**src/rtl/gbsha_fir_pkg.sv**
```systemverilog
// gbsha_fir_pkg: shared FIR state encoding and fixed-point helpers
// Provides the controller state type, the accumulator width rule and
// 64-bit round/saturate helpers that the output stage narrows afterwards.
package gbsha_fir_pkg;
    typedef enum logic [1:0] {LOAD, IDLE, MAC, OUT} state_t;
    function automatic int bw_acc(input int bw_in, input int n_taps);
        return 2 * bw_in + $clog2(n_taps);
    endfunction
    function automatic logic signed [63:0] round_shift(input logic signed [63:0] a, input int shift);
        return shift == 0 ? a : (a + (64'sd1 <<< (shift - 1))) >>> shift;
    endfunction
    function automatic logic signed [63:0] saturate(input logic signed [63:0] a, input int bw_out);
        logic signed [63:0] hi;
        logic signed [63:0] lo;
        hi = (64'sd1 <<< (bw_out - 1)) - 64'sd1;
        lo = -hi - 64'sd1;
        return a > hi ? hi : a < lo ? lo : a;
    endfunction
endpackage

```
**src/rtl/gbsha_fir_round_sat.sv**
```systemverilog
// gbsha_fir_round_sat: round half toward +inf, arithmetic shift, saturate to output width
// Ports: acc (BW_ACC signed accumulator in), y (BW_OUT signed result out).
module gbsha_fir_round_sat
    import gbsha_fir_pkg::*;
#(
    parameter int BW_ACC = 16,
    parameter int BW_OUT = 8,
    parameter int SHIFT  = 0
) (
    input  logic signed [BW_ACC-1:0] acc,
    output logic signed [BW_OUT-1:0] y
);
    assign y = BW_OUT'(saturate(round_shift(64'(acc), SHIFT), BW_OUT));
endmodule

```
**src/rtl/gbsha_top.sv**
```systemverilog
// gbsha_top: 8-in/8-out tile wrapper around gbsha_fir_mac
// Ports: io_in[0] clk, io_in[1] reset, io_in[7:2] x_in; io_out is y_out.
// Samples are always valid and reload is never requested from the tile pins.
module gbsha_top (
    input  logic [7:0] io_in,
    output logic [7:0] io_out
);
    logic unused_ready, unused_coef_loaded, unused_y_valid, unused_overrun;
    logic signed [7:0] y;
    assign io_out = y;
    gbsha_fir_mac u_fir (
        .clk         (io_in[0]),
        .reset       (io_in[1]),
        .x_in        (io_in[7:2]),
        .x_valid     (1'b1),
        .reload      (1'b0),
        .ready       (unused_ready),
        .coef_loaded (unused_coef_loaded),
        .y_out       (y),
        .y_valid     (unused_y_valid),
        .overrun     (unused_overrun)
    );
endmodule

```
**src/rtl/gbsha_fir_mac.sv**
```systemverilog
// gbsha_fir_mac: N-tap FIR with serial coefficient load and one time-shared MAC
// Ports: clk, reset (sync, active-high); x_in/x_valid coefficient or sample in;
// reload returns to coefficient loading; ready, coef_loaded status; y_out/y_valid
// registered result with one-cycle strobe; overrun sticky dropped-sample flag.
module gbsha_fir_mac
    import gbsha_fir_pkg::*;
#(
    parameter int N_TAPS = 4,
    parameter int BW_in  = 6,
    parameter int BW_out = 8,
    parameter int SHIFT  = 0
) (
    input  logic                     clk,
    input  logic                     reset,
    input  logic signed [BW_in-1:0]  x_in,
    input  logic                     x_valid,
    input  logic                     reload,
    output logic                     ready,
    output logic                     coef_loaded,
    output logic signed [BW_out-1:0] y_out,
    output logic                     y_valid,
    output logic                     overrun
);
    localparam int BW_ACC = bw_acc(BW_in, N_TAPS);
    localparam int IW = $clog2(N_TAPS);
    localparam logic [IW-1:0] LAST = IW'(N_TAPS - 1);
    state_t state, state_n;
    logic [IW-1:0] idx, k;
    logic signed [BW_in-1:0] c [N_TAPS];
    logic signed [BW_in-1:0] x [N_TAPS];
    logic signed [BW_ACC-1:0] acc;
    logic signed [2*BW_in-1:0] prod;
    logic signed [BW_out-1:0] y_rs;
    assign prod = x[k] * c[k];
    gbsha_fir_round_sat #(.BW_ACC(BW_ACC), .BW_OUT(BW_out), .SHIFT(SHIFT)) u_round_sat (
        .acc (acc),
        .y   (y_rs)
    );
    // reload takes priority over a coincident sample in IDLE and over a write in LOAD
    always_comb begin
        state_n = state;
        ready = state == LOAD || state == IDLE;
        if (state == LOAD)
            state_n = x_valid && !reload && idx == LAST ? IDLE : LOAD;
        else if (state == IDLE)
            state_n = reload ? LOAD : x_valid ? MAC : IDLE;
        else if (state == MAC)
            state_n = k == LAST ? OUT : MAC;
        else
            state_n = IDLE;
    end
    always_ff @(posedge clk) begin
        if (reset) begin
            state <= LOAD;
            idx <= '0;
            k <= '0;
            acc <= '0;
            y_out <= '0;
            y_valid <= 1'b0;
            overrun <= 1'b0;
            coef_loaded <= 1'b0;
            for (int i = 0; i < N_TAPS; i++) begin
                c[i] <= '0;
                x[i] <= '0;
            end
        end else begin
            state <= state_n;
            y_valid <= state == OUT;
            if (x_valid && !ready)
                overrun <= 1'b1;
            if (state == LOAD) begin
                if (reload)
                    idx <= '0;
                else if (x_valid) begin
                    c[idx] <= x_in;
                    idx <= idx == LAST ? '0 : idx + 1'b1;
                    if (idx == LAST)
                        coef_loaded <= 1'b1;
                end
            end else if (state == IDLE) begin
                if (reload) begin
                    for (int i = 0; i < N_TAPS; i++)
                        x[i] <= '0;
                    acc <= '0;
                    idx <= '0;
                    coef_loaded <= 1'b0;
                end else if (x_valid) begin
                    x[0] <= x_in;
                    for (int i = 1; i < N_TAPS; i++)
                        x[i] <= x[i-1];
                    acc <= '0;
                    k <= '0;
                end
            end else if (state == MAC) begin
                acc <= acc + {{(BW_ACC - 2*BW_in){prod[2*BW_in-1]}}, prod};
                k <= k + 1'b1;
            end else
                y_out <= y_rs;
        end
    end
endmodule

```
**config.mk**
```make
export PLATFORM = sky130hd
export DESIGN_NAME = gbsha_top
export DESIGN_NICKNAME = d
export VERILOG_FILES = /design/src/rtl/gbsha_fir_pkg.sv /design/src/rtl/gbsha_fir_round_sat.sv /design/src/rtl/gbsha_top.sv /design/src/rtl/gbsha_fir_mac.sv
export SDC_FILE = /design/constraint.sdc
export NUM_CORES = 1
export LEC_CHECK = 0
export ABC_CLOCK_PERIOD_IN_PS = 8300
export BUFFER_PORTS_ARGS = -buffer_cell sky130_fd_sc_hd__buf_2
export CORE_AREA = 2 2 109 111
export CTS_BUF_LIST = sky130_fd_sc_hd__clkbuf_4
export DETAILED_ROUTE_END_ITERATION = 16
export DIE_AREA = 0 0 111 113
export GPL_ROUTABILITY_DRIVEN = 1
export HOLD_SLACK_MARGIN = 0.06
export MAX_ROUTING_LAYER = met4
export PLACE_DENSITY = 0.61
export SLEW_MARGIN = 20
export SYNTH_ARGS = -nofsm -noshare
export SYNTH_HDL_FRONTEND = slang
export SYNTH_SLANG_ARGS = --single-unit
```
**constraint.sdc**
```tcl
create_clock -name io_in -period 8.3 [get_ports io_in]
set_input_delay 0.83 -clock io_in [delete_from_list [all_inputs] [get_ports io_in]]
set_output_delay 0.83 -clock io_in [all_outputs]
set_load 0.01 [all_outputs]
```
==> metrics.csv, run 1 <==
metric,value,unit
die height,113,um
layout cells sized above 1,22.1,%
"EDFF count, synth",48,
CTS tree,built,
"Seq/Total Area, Yosys",39.6,%
post-synthesis instance total,476,
Most used DFF post-synth,edfxtp_1,
Hold Startpoint,io_in[1],
post-synth top area share,27.9,%
Syn Area/Cell,10.8,um2
# Max-Cap Violations,0,
worst stage delay on the critical path,850,ps
Synth cell types,45,
RSZ-0062 raised after global routing,false,
worst-margin pin slew,771,ps
critical-path maximum fanout,13,
total number of vias,3949,
crit-path cells,"mux4_2, or2_2, fa_1, fa_1, inv_1, fa_1, fa_1, inv_1, fa_1, inv_1, a21o_1, a21oi_1, xnor2_1, ha_1, and3_1, a221o_1, a21oi_2, a32oi_1, o21a_1, o211ai_1, or3b_1",
Yosys reg bits,78,
WL per Instance,15.8,um
fin util,55.7,%
Final period util,82.7,%
DIE WIDTH,111,um
Hold Crit Class,clock port to flip-flop,
final hold slack,-28.7,ps
Area Growth Syn to Fin,21.7,%
arrival time worst endpoint,7200,ps
met2 Track Usage GR,28.0,%
FF-to-FF setup slack,1430,ps
Synth area leader,edfxtp_1,
WP buf/inv,3,
later-pin clock latency in the skew report,440,ps
failing checks,hold timing,
Max-slew headroom,48.5,%
DRC,0,
initial antenna violation count,2,
Register-to-Register Path Depth,21,
GRT overflow,0,
ANT nets after route,0,
Setup Crit Path Kind,flip-flop to flip-flop,
Setup WS pre-CTS,1440,ps
CP required,8640,ps
post-CTS setup buffer count,0,
"delay-heaviest family, CP",adder cells,
# setup viols final,0,
pins over their slew limit,0,
Post-DP HPWL,7.26,mm
leakage,2.89,nW
ranking of synthesized cells by area,"edfxtp_1 (28%), dfxtp_1 (12%), fa_1 (10%), ha_1 (9.9%), and2_1 (9.2%)",
vias per inst,5.29,
pwr/cell area,320,nW/um2
hold endpoint,u_fir.acc[6],
Synth warnings,0,
WL final,11.8,mm
PnR worst setup slack,1430,ps
Starting Density,45.8,%
pin count of the biggest net entering global routing,23,
met3 usage,19.3,%
hold path cells,3,
global route hottest layer,met4,
Layout Skew,16.5,ps
Syn Nets,552,
Clock transition at path regs,130,ps
"most used cell, CP",fa_1,
hold buffer count at cts,0,
Startpoint Class,flip-flop,
die area,12500,um2
Total GRT Usage,24.6,%
met1 Resource Use GR,22.4,%
vias in the first global route,5041,
top achievable clock speed,146,MHz
area occupied by multi-input gates,2920,um2
synthesized cell area,5160,um2
I/O Pins,16,
NumNets Final,655,
first-pass GRT wire length,21.7,mm
DP Area,5340,um2
iteration-0 DRC count of the detailed router,380,
Worst setup EP type,flip-flop,
drt first pass iters,4,
GP Congestion,0.795,
status,"finished, violations left",
Post-synth ARST share,0,%
Register Area,2040,um2
Final min period,6870,ps
maximum vdd drop,0.407,mV
PortBufs,8,
Final Hold Fails,24,
Core Region,11300,um2
Critical R2R Capture,u_fir.acc[13],
design area,6280,um2
post-CTS sizing,0,
Layout fillers,961,
num rows,39,
Slowest cell on crit path,dfxtp_1,
Fin Setup TNS,0,ps
-- metrics by stage --
stage	cells	hold slack [ps]	power [mW]
after floorplan	476	193	0.927
after global placement	616	69.1	0.887
after detailed placement	616	69.1	0.887
after CTS	745	-46.2	2.08
after global routing	747	-21.6	2.19
final	747	-28.7	2.01
-- cell usage in the layout, fill, tap and decap left out, types with 3 or more instances in the layout --
cell type,n
a21oi_1,26
and2_1,76
buf_2,8
bufinv_16,3
clkbuf_4,89
clkinv_1,3
dfxtp_1,30
edfxtp_1,48
fa_1,27
ha_1,41
inv_1,64
inv_2,4
mux2i_1,6
mux4_2,11
nand2_1,13
nand2b_1,10
nor2_1,34
nor2b_1,11
nor3_1,7
nor3b_1,4
o21a_1,3
o21ai_0,18
o21bai_1,3
or2_2,5
xnor2_1,18
-- metal layers --
metal	routed length, um	up-vias
met1	4980	1851
met2	5400	169
met5	0	-
met3	858	57
met4	580	0
li1	-	1872
-- state kept, by name (all words and copies together) (netlist names), named ones only --
name         count
u_fir.acc       14
u_fir.y_out      8
u_fir.state      2
u_fir.c         24
u_fir.idx        2
u_fir.x         24
u_fir.k          2
-- Yosys cell counts, types with 3 or more instances --
cell      count
a21oi_1      26
and2_1       76
buf_1         4
clkbuf_1      6
dfxtp_1      30
edfxtp_1     48
fa_1         27
ha_1         41
inv_1        41
mux2i_1       6
mux4_2       11
nand2_1      13
nand2b_1     10
nor2_1       34
nor2b_1      11
nor3_1        7
nor3b_1       4
o21a_1        3
o21ai_0      18
o21bai_1      3
or2_2         5
xnor2_1      18
-- tightest hold or removal path: stages --
cell and delay (ps):
clkbuf_4 130, clkbuf_4 190, a21oi_1 50
-- cells by family after synthesis --
group                      share of synthesized area [%]
and+or+nand+nor                                     18.2
DFF                                                 39.6
xor gates and xnor gates                            3.39
adders and majority gates                           20.4
muxes                                               6.18
AOI/OAI and AO/OA                                   8.44
buffers and inverters                               3.81
-- layout make-up --
| class | instances | area share, % |
|---|---|---|
| Multi-Input combinational cell | 346 | 46.5 |
| Sequential cell | 78 | 32.5 |
| Clock buffer | 89 | 10.6 |
| Clock inverter | 41 | 4.34 |
| Tap cell | 143 | 2.85 |
| Inverter | 40 | 2.39 |
| Timing Repair Buffer | 8 | 0.638 |
| Antenna cell | 2 | 0.0797 |
-- power by group --
group	switching (mW)	total, mW	leakage (nW)	internal, mW
clock	0.674	1.44	0.848	0.770
sequential	0	0.565	0.868	0.565
combinational	0	0.00000117	1.17	0
-- how the worst max path moves through the flow --
| stage | start | to | depth (start not counted) |
|---|---|---|---|
| 3_5_place_dp | flip-flop | u_fir.acc[13] | 21 |
| 5_1_grt | flip-flop | u_fir.acc[13] | 22 |
| 4_1_cts | flip-flop | u_fir.acc[13] | 21 |
| 6_report | flip-flop | u_fir.acc[13] | 21 |
| 3_3_place_gp | flip-flop | u_fir.acc[13] | 21 |
| 2_1_floorplan | flip-flop | u_fir.acc[13] | 22 |
(Power assumes the default switching activity.)
==> run 2, diff against run 1 <==
- ABC_CLOCK_PERIOD_IN_PS: 8300 -> 6800
- clock period: 8.3 -> 6.8 ns (I/O delays scaled with it)
==> run 2 against run 1 <==
Against the previous run: the flow still finishes with violations (hold timing); design area decreased by 0.14%; sequential cell count unchanged; critical path depth is 2 higher; fmax is 6.2% higher; non-clock buffer count rose by 4; total power rose by 21%; count of clock-buffer cells in the layout fell by 1; via count up 2.7%; wire length increased by 4.2%; critical path type unchanged; critical endpoint unchanged.
==> metrics.csv, run 2 (synthesized netlist as in run 1, its figures left out) <==
metric,value,unit,change
FF-to-FF setup slack,340,ps,-1100 ps
WL final,12.3,mm,+4.2%
ANT nets after route,0,,unchanged
hold path cells,3,,unchanged
Post-Place Cells,620,,+0.65%
Non-Filler Instances,750,,+0.40%
initial antenna violation count,1,,-1
WL per Instance,16.4,um,+3.8%
maximum vdd drop,0.574,mV,+41%
drt first pass iters,6,,+2
Core Region,11300,um2,unchanged
Post-DP HPWL,7.44,mm,+2.5%
GRT overflow,0,,unchanged
final hold slack,-24.3,ps,+4.40 ps
Startpoint Class,flip-flop,,
I/O Pins,16,,unchanged
Register-to-Register Path Depth,23,,+9.5%
Critical R2R Capture,u_fir.acc[13],,
Worst setup EP type,flip-flop,,
Layout Skew,16.9,ps,+0.374 ps
total number of vias,4057,,+2.7%
vias in the first global route,5319,,+5.5%
pwr/cell area,387,nW/um2,+21%
"commonest non-fill, non-tap cell in the layout",clkbuf_4,,
CP required,7160,ps,-1480 ps
status,"finished, violations left",,
Layout fillers,954,,-0.73%
NetSw,873,uW,+29%
num rows,39,,unchanged
DIE WIDTH,111,um,unchanged
# setup viols final,0,,unchanged
RSZ-0062 raised after global routing,false,,
hold endpoint,u_fir.y_out[1],,
top achievable clock speed,155,MHz,+6.2%
failing checks,hold timing,,
iteration-0 DRC count of the detailed router,412,,+8.4%
Clock Power Share,71.6,%,-0.3 points
Max-slew headroom,52.2,%,+3.7 points
first-pass GRT wire length,22.8,mm,+5.1%
Final Hold Fails,29,,+21%
DRC,0,,unchanged
GP Congestion,0.841,,+5.7%
Setup Crit Path Kind,flip-flop to flip-flop,,
pin count of the biggest net entering global routing,23,,unchanged
Register Area,2040,um2,about the same
Hold Startpoint,io_in[1],,
hold buffer count at cts,0,,unchanged
Fin Setup TNS,0,ps,unchanged
vias per inst,5.41,,+2.3%
Reg power frac,28.4,%,+0.3 points
Internal,1.55,mW,+16%
die area,12500,um2,unchanged
critical-path maximum fanout,6,,-7
# Max-Cap Violations,0,,unchanged
area occupied by multi-input gates,2930,um2,+0.17%
arrival time worst endpoint,6820,ps,-380 ps
DP Area,5370,um2,+0.56%
Total GRT Usage,24.7,%,+0.075 points
Clock transition at path regs,140,ps,about the same
Final period util,95.0,%,+12 points
Area Growth Syn to Fin,21.5,%,
fin util,55.6,%,-0.078 points
Starting Density,45.8,%,unchanged
Switching Fraction,36.0,%,+2.4 points
NumNets Final,659,,+0.61%
Regs by FF count,"u_fir.c x24, u_fir.x x24, u_fir.acc x14",,
Final min period,6460,ps,-403 ps
later-pin clock latency in the skew report,460,ps,+20 ps
design area,6270,um2,-0.14%
Logic pwr share,0,%,unchanged
leakage,2.90,nW,+0.27%
layout cells sized above 1,23.3,%,+1.2 points
pins over their slew limit,0,,unchanged
"commonest cells after routing, fill and taps aside","clkbuf_4 (88), and2_1 (76), inv_1 (65), edfxtp_1 (48), ha_1 (41)",,
CTS tree,built,,
PortBufs,8,,unchanged
Hold Crit Class,clock port to flip-flop,,
die height,113,um,unchanged
worst-margin pin slew,717,ps,-53.9 ps
==> run 2: cell count changes in the layout (fill, tap and decap cells not counted), moves of 2 or more <==
| cell | change |
|---|---|
| clkinv_2 | +2 |
| buf_4 | +4 |
| bufinv_16 | -2 |
| clkinv_1 | -3 |
==> run 2: critical path: stages (launching register included) <==
cell and delay, ps:
dfxtp_2 420, buf_4 200, mux4_2 580, and2_1 200, fa_1 500, inv_1 50
fa_1 470, inv_1 50, fa_1 490, fa_1 550, inv_1 60, fa_1 460
inv_1 70, a21o_1 110, a21oi_1 90, xnor2_1 140, ha_1 340, and3_1 220
a221o_1 360, a21oi_2 150, a32oi_1 150, nor3_1 260, nor4_1 80, or3b_1 340
==> run 2: worst max path at each step <==
| stage | startpoint | endpoint | depth (start not counted) | slack [ps] |
|---|---|---|---|---|
| detailed placement | flip-flop | u_fir.acc[13] | 23 | 320 |
| CTS | flip-flop | u_fir.acc[13] | 23 | 260 |
| global route | flip-flop | u_fir.acc[13] | 23 | 30 |
| floorplan | flip-flop | u_fir.acc[13] | 22 | 380 |
| finish | flip-flop | u_fir.acc[13] | 23 | 340 |
| global placement | flip-flop | u_fir.acc[13] | 23 | 440 |
==> run 2: area by class of cell <==
| cell class | instances | share of cell area (%) |
|---|---|---|
| antenna | 1 | 0.0399 |
| clock buffer | 88 | 10.5 |
| clock inverter | 42 | 3.79 |
| inverter | 40 | 2.39 |
| multi-input combinational | 346 | 46.7 |
| sequential | 78 | 32.6 |
| tap | 143 | 2.85 |
| timing repair buffer | 12 | 1.12 |
==> run 2: per-stage QoR <==
| step | power, mW | setup slack (ps) |
|---|---|---|
| floorplan | 1.13 | 383 |
| global placement | 1.08 | 437 |
| detailed placement | 1.08 | 316 |
| CTS | 2.48 | 262 |
| global route | 2.70 | 25.4 |
| finish | 2.43 | 338 |
==> run 2: power by group through the flow <==
| stage | clock, mW | combinational (mW) | sequential [mW] |
|---|---|---|---|
| floorplan | 0.419 | 0.00000114 | 0.713 |
| global placement | 0.370 | 0.00000119 | 0.713 |
| detailed placement | 0.370 | 0.00000119 | 0.713 |
| CTS | 1.79 | 0.00000119 | 0.689 |
| global route | 2.01 | 0.00000120 | 0.689 |
| finish | 1.74 | 0.00000120 | 0.690 |
==> run 2: metal layers <==
metal,GRT usage (%),vias to the layer above,part of all wire [%]
met4,30.8,0,5.4
met5,-,-,0
met3,22.1,71,8.7
met1,22.4,1891,40
li1,-,1879,-
met2,26.5,216,46
==> run 2: timing repair <==
| item | in CTS | in global routing |
|---|---|---|
| resized for setup | 0 | 2 |
| setup buffers | 0 | 0 |
| endpoints found under the setup margin | 0 | 5 |
